==> src/rtl/vga_glyph_rain.sv <==
// vga_glyph_rain: digital-rain pixel engine for TinyVGA glyph mode.
// Maps hpos/vpos to glyph cells with incremental row/line counters (no divider),
// animates a rain effect from a vsync-driven frame counter, and drives RGB through
// a 2-stage registered pipeline with matching hsync/vsync delays.
// Ports:
//   clk, reset          pixel clock, synchronous active-high reset
//   hpos, vpos          beam position from hvsync_generator
//   display_on          active video
//   hsync, vsync        raw syncs (vsync active-low); hsync_o/vsync_o delayed 2 clocks
//   pause, restart      hold animation (level) / replay intro (strobe)
//   speed               rain speed, 0 = slowest
//   glyph_index/x/y     glyph ROM address (registered); glyph_pixel is its same-cycle return
//   palette_cid         palette ROM address (registered); palette_color is its return
//   rgb                 pixel colour
//   frame, phase        animation counter, phase (0 INTRO, 1 RAIN, 2 PAUSED)
// Optional macro GLYPH_RAIN_LFSR_EN: glyph flicker taken from a 16-bit LFSR
// stepped per counted frame instead of frame[7:4].
module vga_glyph_rain #(
  parameter int unsigned CELL_W     = 8,
  parameter int unsigned CELL_H     = 12,
  parameter int unsigned H_BITS     = 11,
  parameter int unsigned V_BITS     = 10,
  parameter int unsigned FRAME_BITS = 10,
  parameter int unsigned NUM_GLYPHS = 51,
  parameter int unsigned COLOR_BITS = 6
) (
  input  logic                      clk,
  input  logic                      reset,
  input  logic [H_BITS-1:0]         hpos,
  input  logic [V_BITS-1:0]         vpos,
  input  logic                      display_on,
  input  logic                      hsync,
  input  logic                      vsync,
  input  logic                      pause,
  input  logic                      restart,
  input  logic [1:0]                speed,
  output logic [5:0]                glyph_index,
  output logic [$clog2(CELL_W)-1:0] glyph_x,
  output logic [3:0]                glyph_y,
  input  logic                      glyph_pixel,
  output logic [2:0]                palette_cid,
  input  logic [COLOR_BITS-1:0]     palette_color,
  output logic [COLOR_BITS-1:0]     rgb,
  output logic                      hsync_o,
  output logic                      vsync_o,
  output logic [FRAME_BITS-1:0]     frame,
  output logic [1:0]                phase
);

  localparam int unsigned CX = $clog2(CELL_W);
  localparam int unsigned DW = FRAME_BITS + 2;
  localparam logic [2:0]  K_MAX = (FRAME_BITS - 7 >= 4) ? 3'd4 : 3'(FRAME_BITS - 7);

  typedef enum logic [1:0] {PH_INTRO = 2'd0, PH_RAIN = 2'd1, PH_PAUSED = 2'd2} phase_t;

  phase_t                r_phase;
  logic [FRAME_BITS-1:0] r_frame;
  logic                  r_vsync_q;
  logic [5:0]            r_row_q;
  logic [3:0]            r_line_q;
  logic [V_BITS-1:0]     r_vpos_q;
  logic                  r_head1, r_blank1, r_drop1, r_de1, r_hs1, r_vs1;

  logic [5:0]    w_row;
  logic [3:0]    w_line;
  logic [7:0]    w_c;
  logic [6:0]    w_xm, w_fsh, w_v, w_idx;
  logic          w_s, w_n, w_t, w_count, w_drop;
  logic [2:0]    w_k_raw, w_k;
  logic [5:0]    w_h;
  logic [3:0]    w_flick;
  logic [DW-1:0] w_rowh;

  // Effective row/line: restart at vpos 0, step one line whenever vpos moves.
  always_comb begin
    w_row  = r_row_q;
    w_line = r_line_q;
    if (vpos == '0) begin
      w_row  = '0;
      w_line = '0;
    end else if (vpos != r_vpos_q) begin
      if (5'(r_line_q) + 5'd1 == 5'(CELL_H)) begin
        w_line = '0;
        w_row  = (r_row_q == 6'd63) ? r_row_q : r_row_q + 6'd1;
      end else begin
        w_line = r_line_q + 4'd1;
      end
    end
  end

  // Column features.
  assign w_c  = 8'(hpos >> CX);
  assign w_xm = {w_c[7] ^ w_c[3], w_c[1], w_c[4], w_c[1], w_c[6], w_c[0], w_c[2]};
  assign w_s  = ^w_c[6:0];
  assign w_n  = w_c[1] ^ w_c[3] ^ w_c[5];

  // Slower speed or even-parity columns use a larger frame shift.
  assign w_k_raw = 3'd3 - 3'(speed) + 3'(!w_s);
  assign w_k     = (w_k_raw > K_MAX) ? K_MAX : w_k_raw;
  assign w_fsh   = 7'(r_frame >> w_k);
  assign w_v     = w_fsh - 7'(w_row) - w_xm;

  // Intro drop-in: a column's rows appear as the frame count passes them.
  assign w_rowh = DW'(w_row) * DW'(CELL_H);
  assign w_drop = (r_phase == PH_INTRO) && ((DW'(w_xm) + (w_rowh >> w_s)) > DW'(r_frame));

  // Glyph selection with occasional flicker.
  assign w_h = {w_c[2] ^ w_row[0], w_c[0] ^ w_row[1], w_c[1] ^ w_row[2],
                w_c[4] ^ w_row[3], w_c[3] ^ w_row[4], w_c[5] ^ w_row[5]};
  assign w_t = &{w_c[0] ^ w_row[2] ^ r_frame[7], w_c[1] ^ w_row[1] ^ r_frame[8],
                 w_c[2] ^ w_row[3] ^ r_frame[9], w_c[3] ^ w_row[0]};

  assign w_count = r_vsync_q & ~vsync & ~pause;

`ifdef GLYPH_RAIN_LFSR_EN
  logic [15:0] r_lfsr;

  // Fibonacci LFSR, taps 16/14/13/11, one step per counted frame.
  always_ff @(posedge clk) begin
    if (reset || restart) begin
      r_lfsr <= 16'hACE1;
    end else if (w_count) begin
      r_lfsr <= {r_lfsr[0] ^ r_lfsr[2] ^ r_lfsr[3] ^ r_lfsr[5], r_lfsr[15:1]};
    end
  end

  assign w_flick = w_t ? r_lfsr[3:0] : 4'd0;
`else
  assign w_flick = w_t ? r_frame[7:4] : 4'd0;
`endif

  // h + flick never exceeds twice the glyph count, so two reductions suffice.
  always_comb begin
    w_idx = 7'(w_h) + 7'(w_flick);
    if (w_idx >= 7'(NUM_GLYPHS)) w_idx = w_idx - 7'(NUM_GLYPHS);
    if (w_idx >= 7'(NUM_GLYPHS)) w_idx = w_idx - 7'(NUM_GLYPHS);
  end

  // Frame counter and phase FSM; restart wins over a coincident edge or wrap.
  always_ff @(posedge clk) begin
    if (reset) begin
      r_frame   <= '0;
      r_phase   <= PH_INTRO;
      r_vsync_q <= 1'b0;
    end else begin
      r_vsync_q <= vsync;
      if (restart) begin
        r_frame <= '0;
        r_phase <= PH_INTRO;
      end else begin
        if (w_count) r_frame <= r_frame + FRAME_BITS'(1);
        case (r_phase)
          PH_INTRO:  if (w_count && (&r_frame)) r_phase <= PH_RAIN;
          PH_RAIN:   if (pause) r_phase <= PH_PAUSED;
          PH_PAUSED: if (!pause) r_phase <= PH_RAIN;
          default:   r_phase <= PH_INTRO;
        endcase
      end
    end
  end

  assign frame = r_frame;
  assign phase = r_phase;

  // Cell counters and the 2-stage pixel pipeline.
  always_ff @(posedge clk) begin
    if (reset) begin
      r_row_q     <= '0;
      r_line_q    <= '0;
      r_vpos_q    <= '0;
      glyph_index <= '0;
      glyph_x     <= '0;
      glyph_y     <= '0;
      palette_cid <= '0;
      r_head1     <= 1'b0;
      r_blank1    <= 1'b0;
      r_drop1     <= 1'b0;
      r_de1       <= 1'b0;
      r_hs1       <= 1'b1;
      r_vs1       <= 1'b1;
      hsync_o     <= 1'b1;
      vsync_o     <= 1'b1;
      rgb         <= '0;
    end else begin
      r_row_q     <= w_row;
      r_line_q    <= w_line;
      r_vpos_q    <= vpos;
      glyph_index <= 6'(w_idx);
      glyph_x     <= hpos[CX-1:0];
      glyph_y     <= w_line;
      palette_cid <= ~w_v[5:3];
      r_head1     <= (w_v[2:0] == 3'd0);
      r_blank1    <= w_n | (&w_v[6:5]);
      r_drop1     <= w_drop;
      r_de1       <= display_on;
      r_hs1       <= hsync;
      r_vs1       <= vsync;
      hsync_o     <= r_hs1;
      vsync_o     <= r_vs1;
      // Not-yet-dropped intro pixels show the inverted palette colour.
      if (r_de1 && glyph_pixel && r_drop1) begin
        rgb <= ~palette_color;
      end else if (r_de1 && glyph_pixel && !r_blank1) begin
        rgb <= r_head1 ? '1 : palette_color;
      end else begin
        rgb <= '0;
      end
    end
  end

endmodule

==> config.mk <==
export PLATFORM = sky130hd
export DESIGN_NAME = vga_glyph_rain
export DESIGN_NICKNAME = d
export VERILOG_FILES = /design/src/rtl/vga_glyph_rain.sv
export SDC_FILE = /design/constraint.sdc
export NUM_CORES = 1
export LEC_CHECK = 0
export CORE_UTILIZATION = 59
export CTS_CLUSTER_DIAMETER = 40
export CTS_CLUSTER_SIZE = 40
export DETAILED_ROUTE_END_ITERATION = 10
export PLACE_DENSITY = 0.95
export SLEW_MARGIN = 40
export SYNTH_ARGS = -nofsm -noshare
export SYNTH_HDL_FRONTEND = slang
export SYNTH_SLANG_ARGS = --single-unit
==> constraint.sdc <==
create_clock -name clk -period 15.6 [get_ports clk]
set_input_delay 1.56 -clock clk [delete_from_list [all_inputs] [get_ports clk]]
set_output_delay 1.56 -clock clk [all_outputs]
set_load 0.05 [all_outputs]
==> results of run 1 <==
-- routing by layer --
metal	wire [um]	track usage, %	part of all wire (%)
met5	0	0	0
met1	4670	33.2	40
met2	5740	51.1	50
met3	776	6.45	6.7
met4	398	13.6	3.4
-- cell families after synthesis --
kind of cell / count (synthesis)
AND/OR/NAND/NOR: 183
AO/OA/AOI/OAI: 117
adder cells (fa/ha/maj): 52
XOR/XNOR: 60
buffers and inverters: 58
multiplexers: 13
flip-flops: 59
-- layout by cell type, fill, tap and decap left out, drive strengths merged, types with 5 or more instances in the layout --
cell and n:
a21oi 39, xnor2 36, nand2b 6, nor2b 20, inv 44, or2 12
a211oi 5, o21ai 22, nor4 5, and2 8, a21o 11, dfxtp 59
nor2 38, a31oi 9, ha 42, nand2 36, nor3 13, fa 9
o21bai 5, mux2i 9, nand3 6, xor2 24, clkbuf 9, and3 9
nand4 5, clkdlybuf4s50 71
-- power by group through the flow --
stage | clock network (mW) | registers [mW] | logic, mW
floorplan | 0 | 0.179 | 0.0612
global placement | 0 | 0.164 | 0.104
detailed placement | 0 | 0.165 | 0.109
CTS | 0.145 | 0.161 | 0.110
global route | 0.152 | 0.162 | 0.119
finish | 0.144 | 0.161 | 0.111
-- flip-flops by register name, indices dropped and copies added, names as in the netlist, 2 cells and up --
name         cells
frame           10
glyph_index      6
glyph_x          3
palette_cid      3
phase            2
r_line_q         4
r_row_q          6
r_vpos_q        10
rgb              6
-- how the worst max path moves through the flow --
| stage | cells after the start | end |
|---|---|---|
| 5_1_grt | 23 | glyph_index[1] |
| 2_1_floorplan | 22 | glyph_index[1] |
| 3_3_place_gp | 23 | glyph_index[1] |
| 4_1_cts | 23 | glyph_index[1] |
| 6_report | 23 | glyph_index[1] |
| 3_5_place_dp | 23 | glyph_index[1] |
-- worst reg2reg max path, cell delays in order, from the launching register on --
cell and delay, ns:
dfxtp_1 0.32, xor2_1 0.15, nor4_1 0.34, nand4_1 0.30, nand4_1 0.25, mux2i_1 0.59
xnor2_1 0.23, nor4_2 0.44, and2_1 0.19, ha_1 0.22, fa_1 0.51, ha_1 0.30
nand2b_1 0.17, or4_1 0.44, and2_4 0.18, a21oi_1 0.12, o22ai_1 0.11, mux2_2 0.32
ha_1 0.24, nor3_2 0.35, a31oi_4 0.14, mux2i_1 0.21, nor2_1 0.06
-- layout make-up --
| cell class | count | area (um2) | area share [%] |
|---|---|---|---|
| clock inverters | 7 | 76.3 | 1.35 |
| inverters | 44 | 165 | 2.93 |
| well taps | 102 | 128 | 2.26 |
| clock buffers | 9 | 124 | 2.19 |
| multi-input cells | 425 | 3250 | 57.6 |
| flip-flops and latches | 59 | 1180 | 20.9 |
| repair buffers | 72 | 718 | 12.7 |
-- stage by stage --
step	cells	setup slack (ns)	instance area [um2]	hold slack [ns]
finish	718	7.91	5640	0.414
global route	718	7.56	5640	0.437
CTS	718	8.05	5640	0.416
detailed placement	702	7.76	5440	0.400
global placement	702	8.14	5440	0.395
floorplan	542	9.02	4670	0.389
==> results by group, run 1 <==
Outcome
  – Status: complete, but fails checks
  – Failing checks: DRC

Timing
  – Slew Limit Fails: 0
  – Fin. Hold Viols: 0
  – RSZ-0062 raised after global routing: false
  – Final setup viols: 0
  – Setup Skew: 0.00914 ns
  – Fmax: 0.130 GHz
  – Fin crit share: 49.3%
  – Rel. slew slack: 43.2%
  – TNS Setup: 0 ns
  – Least-Margin Pin Slew: 0.842 ns
  – Post-layout min period: 7.69 ns

Worst hold path
  – Hold Path Sink: vsync_o
  – Hold_sp: r_vs1
  – WHS Path Cells: 1
  – Worst min path class: flip-flop to flip-flop

Synthesis
  – Largest cells by area after synthesis: dfxtp_1 (25%), ha_1 (11%), xnor2_1 (6.7%)
  – Post-Synth Simple-Gate Area: 21.4%
  – Yosys cell types: 75
  – Syn_area_per_cell: 8.62 um2
  – FFs w/ async S/R, synth: 0%
  – Yosys top cell area share: 25.3%
  – Synth area leader: dfxtp_1
  – YS warnings: 0
  – Synth Area in Adders: 15.3%
  – Top cells by count, synth: dfxtp_1 (59), ha_1 (42), inv_1 (42), nor2_1 (38), a21oi_1 (37)
  – Combinational family with the most area after synthesis: simple AND/OR/NAND/NOR gates
  – Post-synth EDFFs: 0
  – Net Count, Synth: 630
  – Synthesized flop and latch total: 59
  – Xor and xnor area share after synthesis: 11.4%
  – Syn Inst Count: 542
  – Dominant synthesized flop cell: dfxtp_1
  – Post-synthesis mux area share: 3.61%
  – Post-synthesis compound-gate area fraction: 17.9%
  – Synth Cell Area: 4670 um2
  – Most instantiated library cell after synthesis: dfxtp_1
  – Register area share after synthesis: 25.3%

Critical path
  – Delay-heaviest family, CP: simple AND/OR/NAND/NOR gates
  – R2R Path Start: r_vpos_q[0]
  – CP Capture Type: flip-flop
  – Critical Path RT: 15.82 ns
  – FF-to-FF setup slack: 9.29 ns
  – CP max stage delay: 0.58 ns
  – CP max FO: 6
  – Worst EP arrival: 7.91 ns
  – Worst reg2reg endpoint: glyph_index[1]
  – CP startpoint: vpos[9]
  – Critical path class: input port to flip-flop
  – CP Cell Sequence: clkdlybuf4s50_1 -> xor2_1 -> nor4_1 -> nand4_1 -> nand4_1 -> mux2i_1 -> xnor2_1 -> nor4_2 -> and2_1 -> ha_1 -> fa_1 -> ha_1 -> nand2b_1 -> or4_1 -> and2_4 -> a21oi_1 -> o22ai_1 -> mux2_2 -> ha_1 -> nor3_2 -> a31oi_4 -> mux2i_1 -> nor2_1
  – CP Buf/Inv Count: 1
  – Path depth of the worst reg2reg path: 22
  – Startpoint Class: input port
  – CP max stage cell: mux2i_1
  – Most used cell, CP: ha_1

Clock network
  – Setup Fix Bufs, Post-CTS: 0
  – CTS tree: yes
  – TritonCTS Sinks: 59
  – H-tree depth: 3
  – CTS root buffer: clkbuf_8
  – Clock Path Buffers: 2
  – Cts repair resizes: 0
  – Number of hold buffers added after cts: 0
  – Clock slew at reported path FFs: 0.07 ns
  – Latest clock arrival within the worst-skew pair: 0.35 ns
  – Clock buffer count from CTS: 9

Die
  – Core area: 7690 um2
  – Die ar.: 8280 um2
  – Initial Utilization: 60.8%
  – Die H: 91.0 um
  – # rows: 32
  – I/O Pins: 73
  – Die width: 91.0 um

Final layout
  – FILL cells: 540
  – Nets: 699
  – Final core utilization: 73.4%
  – Share of cells above drive strength 1: 8.60%
  – Area growth, synth to finish: 20.7%
  – Ant. Diodes: 0

Placed design
  – I/O Buffers: 72
  – DP HPWL: 8780 um
  – GP Congestion: 0.943

Drt
  – DRT Wirelength: 11600 um
  – Via count: 4228
  – First DRT Iteration DRCs: 221
  – Detailed Routing Iterations Pass 1: 8
  – Post-DRT Antenna Nets: 0
  – Vias per Instance: 5.89
  – WL per Instance: 16.1 um
  – Drt drc: 1

Power
  – Combinational power share: 26.7%
  – Final Total Pwr: 0.417 mW
  – Sw Ratio: 33.3%
  – Reg power frac: 38.7%
  – Clk pwr share: 34.6%
  – Internal Power: 0.278 mW
  – Lkg Pwr: 2.32 nW
  – Switching power: 0.139 mW
  – PD cells: 73.9 nW/um2
  – Max VDD drop: 0.0417 mV

Job
  – Max-Cap Viols: 0

GRT
  – First-pass GRT wire length: 19300 um
  – Largest net degree at the start of global routing: 49
  – Initial antenna violation count: 0
  – Number of global-route vias before repair: 4235
  – Total track usage: 29.0%
  – GR Overflow Total: 0
Power figures use the tool's default switching activity.
==> run 2, diff against run 1 <==
--- a/config.mk
+++ b/config.mk
@@ -5,11 +5,11 @@
 export SDC_FILE = /design/constraint.sdc
 export NUM_CORES = 1
 export LEC_CHECK = 0
-export CORE_UTILIZATION = 59
+export CORE_UTILIZATION = 55
 export CTS_CLUSTER_DIAMETER = 40
 export CTS_CLUSTER_SIZE = 40
 export DETAILED_ROUTE_END_ITERATION = 10
-export PLACE_DENSITY = 0.95
+export PLACE_DENSITY = 0.9
 export SLEW_MARGIN = 40
 export SYNTH_ARGS = -nofsm -noshare
 export SYNTH_HDL_FRONTEND = slang
==> constraint.sdc (replaced) <==
create_clock -name clk -period 7.6 [get_ports clk]
set_input_delay 0.76 -clock clk [delete_from_list [all_inputs] [get_ports clk]]
set_output_delay 0.76 -clock clk [all_outputs]
set_load 0.05 [all_outputs]
==> run 2 against run 1 <==
  * The run now ends clean
  * Count of clock-buffer cells in the layout up 1
  * Sequential share of layout area decreased by 0.25 points
  * Global-route usage fell by 1.3 points
  * Sequential cell count did not move
  * Routed wire length shrank 0.72%
  * Core utilization is 3.9 points lower
  * Via count shrank 0.80%
  * Non-clock buffer count increased by 2
  * Clock power grew to 2.5 times the previous value
  * Setup slack worse by 7.0 ns
  * Critical path depth did not move
  * Sequential power increased by 110%
  * Largest power group is now clock
==> results by group, run 2 (synthesis results as in run 1) <==
Drt
  – Detailed Routing Iterations Pass 1: 5 (-3)
  – DRT Wirelength: 11500 um (-0.72%)
  – WL per Instance: 15.9 um (-1.4%)
  – Via count: 4194 (-0.80%)
  – First DRT Iteration DRCs: 219 (-0.90%)
  – Drt drc: 0 (-1)
  – Post-DRT Antenna Nets: 0 (unchanged)
  – Vias per Instance: 5.80 (-1.5%)

Worst hold path
  – Hold_sp: r_hs1
  – WHS Path Cells: 1 (unchanged)
  – Hold Path Sink: hsync_o
  – Worst min path class: flip-flop to flip-flop

Final layout
  – Commonest cells after routing, fill and taps aside: clkdlybuf4s50_1 (71), dfxtp_1 (59), inv_1 (42), ha_1 (42), nor2_1 (38)
  – Area growth, synth to finish: 22.2%
  – Commonest non-fill, non-tap cell in the layout: clkdlybuf4s50_1
  – Fin cells: 723 (+0.70%)
  – Ant. Diodes: 0 (unchanged)
  – FILL cells: 620 (+15%)
  – Share of cells above drive strength 1: 8.90% (+0.30 points)
  – Design Area, Final: 5710 um2 (+1.2%)
  – Nets: 701 (+0.29%)

GRT
  – Total track usage: 27.7% (-1.3 points)
  – Largest net degree at the start of global routing: 49 (unchanged)
  – Initial antenna violation count: 0 (unchanged)
  – GR Overflow Total: 0 (unchanged)
  – Number of global-route vias before repair: 4226 (-0.21%)
  – First-pass GRT wire length: 19200 um (-0.36%)

Timing
  – Fmax: 0.149 GHz
  – Fin. Hold Viols: 0 (unchanged)
  – TNS Setup: 0 ns (unchanged)
  – Slew Limit Fails: 0 (unchanged)
  – Setup Skew: 0.0167 ns (+0.00751 ns)
  – Fin crit share: 88.5%
  – Least-Margin Pin Slew: 0.754 ns (-0.0880 ns)
  – Rel. slew slack: 49.6% (+6.5 points)
  – Setup WS post-layout: 0.871 ns (-7.04 ns)
  – RSZ-0062 raised after global routing: false
  – Final setup viols: 0 (unchanged)
  – Post-layout min period: 6.73 ns
  – Hold_ws: 0.412 ns (-0.00181 ns)

Critical path
  – CP Buf/Inv Count: 1 (unchanged)
  – Worst reg2reg endpoint: glyph_index[1]
  – Critical path class: input port to flip-flop
  – R2R Path Start: r_vpos_q[9]
  – Critical Path RT: 7.82 ns (-8.00 ns)
  – Delay-heaviest family, CP: simple AND/OR/NAND/NOR gates
  – CP max FO: 6 (unchanged)
  – Most used cell, CP: ha_1
  – CP max stage delay: 0.53 ns (-0.05 ns)
  – FF-to-FF setup slack: 1.43 ns (-7.86 ns)
  – Path depth of the worst reg2reg path: 22 (unchanged)
  – CP max stage cell: mux2i_1
  – Startpoint Class: input port
  – CP Cell Sequence: clkdlybuf4s50_1 -> xor2_1 -> nor4_1 -> nand4_1 -> nand4_1 -> mux2i_1 -> xnor2_1 -> nor4_2 -> and2_1 -> ha_1 -> fa_1 -> ha_1 -> nand2b_1 -> or4_1 -> and2_4 -> a21oi_1 -> o22ai_1 -> mux2_2 -> ha_1 -> nor3_2 -> a31oi_4 -> mux2i_1 -> nor2_1
  – Worst EP arrival: 6.95 ns (-0.96 ns)
  – CP Capture Type: flip-flop

Die
  – Die width: 94.2 um (+3.5%)
  – Core area: 8220 um2 (+6.9%)
  – I/O Pins: 73 (unchanged)
  – # rows: 33 (+3.1%)
  – Die H: 94.2 um (+3.5%)
  – Initial Utilization: 56.9% (-3.9 points)
  – Die ar.: 8870 um2 (+7.1%)

Clock network
  – Number of hold buffers added after cts: 0 (unchanged)
  – CTS tree: yes
  – Cts repair resizes: 0 (unchanged)
  – TritonCTS Sinks: 59 (unchanged)
  – Clock Path Buffers: 2 (unchanged)
  – Clock slew at reported path FFs: 0.07 ns (about the same)
  – Clock buffer count from CTS: 9 (unchanged)
  – CTS root buffer: clkbuf_8
  – Setup Fix Bufs, Post-CTS: 0 (unchanged)
  – H-tree depth: 3 (unchanged)
  – Latest clock arrival within the worst-skew pair: 0.36 ns (about the same)

Power
  – PD cells: 162 nW/um2 (+120%)
  – Lkg Pwr: 2.36 nW (+1.6%)
  – Max VDD drop: 0.0913 mV (+120%)

Outcome
  – Status: completed

Placed design
  – Placed Cells: 707 (+0.71%)
  – GP Congestion: 0.938 (-0.59%)
  – DP Area: 5460 um2 (+0.34%)
  – DP HPWL: 8800 um (+0.19%)
  – Post-place setup slack: 0.571 ns (-7.19 ns)
  – I/O Buffers: 72 (unchanged)

Job
  – Max-Cap Viols: 0 (unchanged)
[run 2: changes by cell type in the layout (fill, tap and decap cells not counted), sizes merged]
cell	previous run	this run
buf	1	3
clkinvlp	2	1
clkbuf	9	10
clkinv	4	2
bufinv	1	3
[run 2: metal layers]
metal | GRT usage, % | part of all wire [%]
met4 | 12.8 | 2.9
met3 | 4.69 | 6.0
met1 | 31.9 | 42
met2 | 49.3 | 49
met5 | 0 | 0
[run 2: how the worst max path moves through the flow]
| stage | start | to | depth (start not counted) |
|---|---|---|---|
| 2_1_floorplan | vpos[9] | glyph_index[1] | 22 |
| 3_3_place_gp | vpos[8] | glyph_index[1] | 23 |
| 3_5_place_dp | vpos[9] | glyph_index[1] | 23 |
| 4_1_cts | vpos[9] | glyph_index[1] | 23 |
| 5_1_grt | vpos[9] | glyph_index[1] | 23 |
| 6_report | vpos[9] | glyph_index[1] | 23 |
[run 2: where the power goes]
group          switching [mW]  internal (mW)  leakage (nW)  total (mW)
Clock                   0.137          0.227         0.123       0.364
Sequential            0.00712          0.324         0.484       0.331
Combinational           0.132         0.0965          1.75       0.229
Total                   0.276          0.648          2.36       0.923
[run 2: worst reg2reg max path, stage by stage, from the launching register on]
cell	delay, ns
dfxtp_1	0.31
xor2_1	0.15
nor4_1	0.39
nand4_1	0.35
nand4_1	0.27
mux2i_1	0.53
xnor2_1	0.17
nor4_2	0.40
and2_1	0.19
ha_1	0.23
fa_1	0.51
ha_1	0.29
nand2b_1	0.15
or4_1	0.42
and2_4	0.18
a21oi_1	0.11
o22ai_1	0.11
mux2_2	0.31
ha_1	0.25
nor3_2	0.34
a31oi_4	0.14
mux2i_1	0.20
nor2_1	0.06
[run 2: layout make-up]
cell class | instances | area, um2 | area share [%]
clock inverter | 6 | 111 | 1.95
inverter | 44 | 165 | 2.89
sequential | 59 | 1180 | 20.7
timing repair buffer | 74 | 733 | 12.8
tap | 105 | 131 | 2.30
multi-input combinational | 425 | 3250 | 56.9
clock buffer | 10 | 138 | 2.41
[run 2: per-stage QoR]
stage               power, mW  utilization (%)
finish                  0.923             69.5
global route            0.964             69.5
CTS                     0.927             69.5
detailed placement      0.563             66.5
global placement        0.555             66.5
floorplan               0.492                -
==> run 3, diff against run 2 <==
--- a/config.mk
+++ b/config.mk
@@ -5,11 +5,11 @@
 export SDC_FILE = /design/constraint.sdc
 export NUM_CORES = 1
 export LEC_CHECK = 0
-export CORE_UTILIZATION = 55
+export CORE_UTILIZATION = 50
 export CTS_CLUSTER_DIAMETER = 40
 export CTS_CLUSTER_SIZE = 40
 export DETAILED_ROUTE_END_ITERATION = 10
-export PLACE_DENSITY = 0.9
+export PLACE_DENSITY = 0.87
 export SLEW_MARGIN = 40
 export SYNTH_ARGS = -nofsm -noshare
 export SYNTH_HDL_FRONTEND = slang
==> constraint.sdc (replaced) <==
create_clock -name clk -period 5.5 [get_ports clk]
set_input_delay 0.55 -clock clk [delete_from_list [all_inputs] [get_ports clk]]
set_output_delay 0.55 -clock clk [all_outputs]
set_load 0.05 [all_outputs]
==> run 3 against run 2 <==
  * Clock power rose by 41%
  * Die area is 9.8% higher
  * Worst hold slack got worse by 0.0037 ns
  * Sequential cell count unchanged
  * Final cell count increased by 12%
  * Critical path depth did not move
==> results by group, run 3 (synthesis results as in run 1) <==
Outcome
  – Status: completed

Critical path
  – Critical Path RT: 5.72 ns (-2.10 ns)
  – CP Cell Sequence: xor2_1 -> nor4_2 -> nand4_1 -> buf_4 -> nand4_1 -> mux2i_2 -> xnor2_1 -> nor4_2 -> and2_1 -> ha_2 -> fa_1 -> ha_2 -> nand2b_4 -> or4_4 -> and2_4 -> a21oi_4 -> o22ai_2 -> mux2_4 -> ha_4 -> nor3_4 -> a31oi_4 -> mux2i_1 -> nor2_1
  – Critical path class: flip-flop to flip-flop
  – Delay-heaviest family, CP: simple AND/OR/NAND/NOR gates
  – CP max stage cell: or4_4
  – Worst EP arrival: 5.70 ns (-1.25 ns)
  – CP Buf/Inv Count: 1 (unchanged)
  – Startpoint Class: flip-flop
  – CP max FO: 4 (-2)
  – CP max stage delay: 0.51 ns (-0.02 ns)
  – CP Capture Type: flip-flop

Final layout
  – Design Area, Final: 6550 um2 (+15%)
  – Fin cells: 812 (+12%)
  – Area growth, synth to finish: 40.1%
  – Multi-input logic area: 3450 um2 (+6.1%)
  – Seq. cell area: 1190 um2 (+0.53%)
  – FILL cells: 588 (-5.2%)
  – Commonest cells after routing, fill and taps aside: buf_4 (87), clkdlybuf4s50_1 (62), dfxtp_1 (56)
  – Nets: 787 (+12%)
  – Share of cells above drive strength 1: 25.3% (+16 points)
  – Commonest non-fill, non-tap cell in the layout: buf_4
  – Ant. Diodes: 0 (unchanged)

Timing
  – RSZ-0062 raised after global routing: true
  – Post-layout min period: 5.48 ns
  – Final setup viols: 0 (unchanged)
  – TNS Setup: 0 ns (unchanged)
  – Fmax: 0.183 GHz
  – Fin crit share: 99.6%
  – Rel. slew slack: 49.7% (about the same)
  – Slew Limit Fails: 0 (unchanged)
  – Least-Margin Pin Slew: 0.754 ns (-0.000367 ns)
  – Fin. Hold Viols: 0 (unchanged)
  – Setup Skew: 0.0133 ns (-0.00333 ns)

Die
  – Initial Utilization: 52.6% (-4.3 points)
  – I/O Pins: 73 (unchanged)
  – Die width: 98.7 um (+4.8%)
  – Core area: 8890 um2 (+8.2%)
  – Die ar.: 9740 um2 (+9.8%)
  – # rows: 34 (+3.0%)
  – Die H: 98.7 um (+4.8%)

Clock network
  – Number of hold buffers added after cts: 0 (unchanged)
  – Clock slew at reported path FFs: 0.08 ns (about the same)
  – Clock buffer count from CTS: 9 (unchanged)
  – TritonCTS Sinks: 59 (unchanged)
  – Clock Path Buffers: 2 (unchanged)
  – CTS root buffer: clkbuf_8
  – CTS tree: yes
  – Latest clock arrival within the worst-skew pair: 0.35 ns (about the same)
  – H-tree depth: 3 (unchanged)

Power
  – PD cells: 205 nW/um2 (+27%)
  – Lkg Pwr: 2.84 nW (+20%)
  – Sw Ratio: 31.0% (+1.2 points)
  – Reg power frac: 34.3% (-1.5 points)
  – Max VDD drop: 0.139 mV (+52%)
  – Switching power: 0.416 mW (+51%)
  – Clk pwr share: 38.4% (-1.0 points)
  – Combinational power share: 27.3% (+2.5 points)
  – Internal Power: 0.924 mW (+43%)
  – Final Total Pwr: 1.34 mW (+45%)

Job
  – Max-Cap Viols: 0 (unchanged)

GRT
  – Number of global-route vias before repair: 4793 (+13%)
  – First-pass GRT wire length: 21700 um (+13%)
  – Largest net degree at the start of global routing: 48 (-2.0%)
  – GR Overflow Total: 0 (unchanged)
  – Initial antenna violation count: 0 (unchanged)
  – Total track usage: 27.8% (+0.16 points)

Drt
  – Vias per Instance: 5.83 (+0.57%)
  – DRT Wirelength: 14300 um (+24%)
  – Post-DRT Antenna Nets: 0 (unchanged)
  – Via count: 4737 (+13%)
  – WL per Instance: 17.6 um (+10%)
  – Drt drc: 0 (unchanged)
  – Detailed Routing Iterations Pass 1: 5 (unchanged)
  – First DRT Iteration DRCs: 227 (+3.7%)

Placed design
  – GP Congestion: 0.886 (-5.5%)
  – Placed Cells: 784 (+11%)
  – DP HPWL: 10000 um (+14%)
  – I/O Buffers: 72 (unchanged)
  – DP Area: 6040 um2 (+11%)

Worst hold path
  – Worst min path class: flip-flop to flip-flop
run 3: metal layers:
metal  share of wire [%]  track usage [%]  wire, um
met1                  37             29.6      5330
met2                  52             53.7      7430
met3                 7.0             4.75       996
met4                 3.5             12.1       498
met5                   0                0         0
run 3: power by group through the flow:
stage	clock, mW	sequential (mW)	combinational [mW]
finish	0.514	0.459	0.366
floorplan	0	0.507	0.175
global route	0.528	0.461	0.392
global placement	0	0.467	0.328
CTS	0.514	0.458	0.348
detailed placement	0	0.468	0.345
run 3: what timing repair did:
item,4_1_cts,5_1_grt
gates cloned,0,0
endpoints found under the setup margin,5,6
buffers inserted,5,7
pin swaps,13,24
gates resized for setup,11,50
run 3: worst paths after layout:
check / depth (start not counted) / slack (ns) / startpoint / end
min reg2reg: 1 / 0.41 / r_hs1 / hsync_o
max reg2reg: 23 / 0.02 / r_vpos_q[3] / glyph_index[1]
min: 1 / 0.41 / r_hs1 / hsync_o
max: 23 / 0.02 / r_vpos_q[3] / glyph_index[1]
run 3: metrics by stage:
step / hold slack [ns] / utilization [%] / setup slack [ns]
2_1_floorplan: 0.389 / - / 0.0131
3_3_place_gp: 0.396 / 67.9 / -0.286
3_5_place_dp: 0.392 / 67.9 / -0.506
4_1_cts: 0.410 / 71.3 / 0.0188
5_1_grt: 0.430 / 73.7 / -0.193
6_report: 0.409 / 73.7 / 0.0208
run 3: final cells by class:
type / count / area share [%]
well taps: 108 / 2.06
repair buffers: 160 / 20.8
flip-flops and latches: 59 / 18.1
inverters: 44 / 2.52
clock buffers: 10 / 2.10
multi-input cells: 425 / 52.7
clock inverters: 6 / 1.72
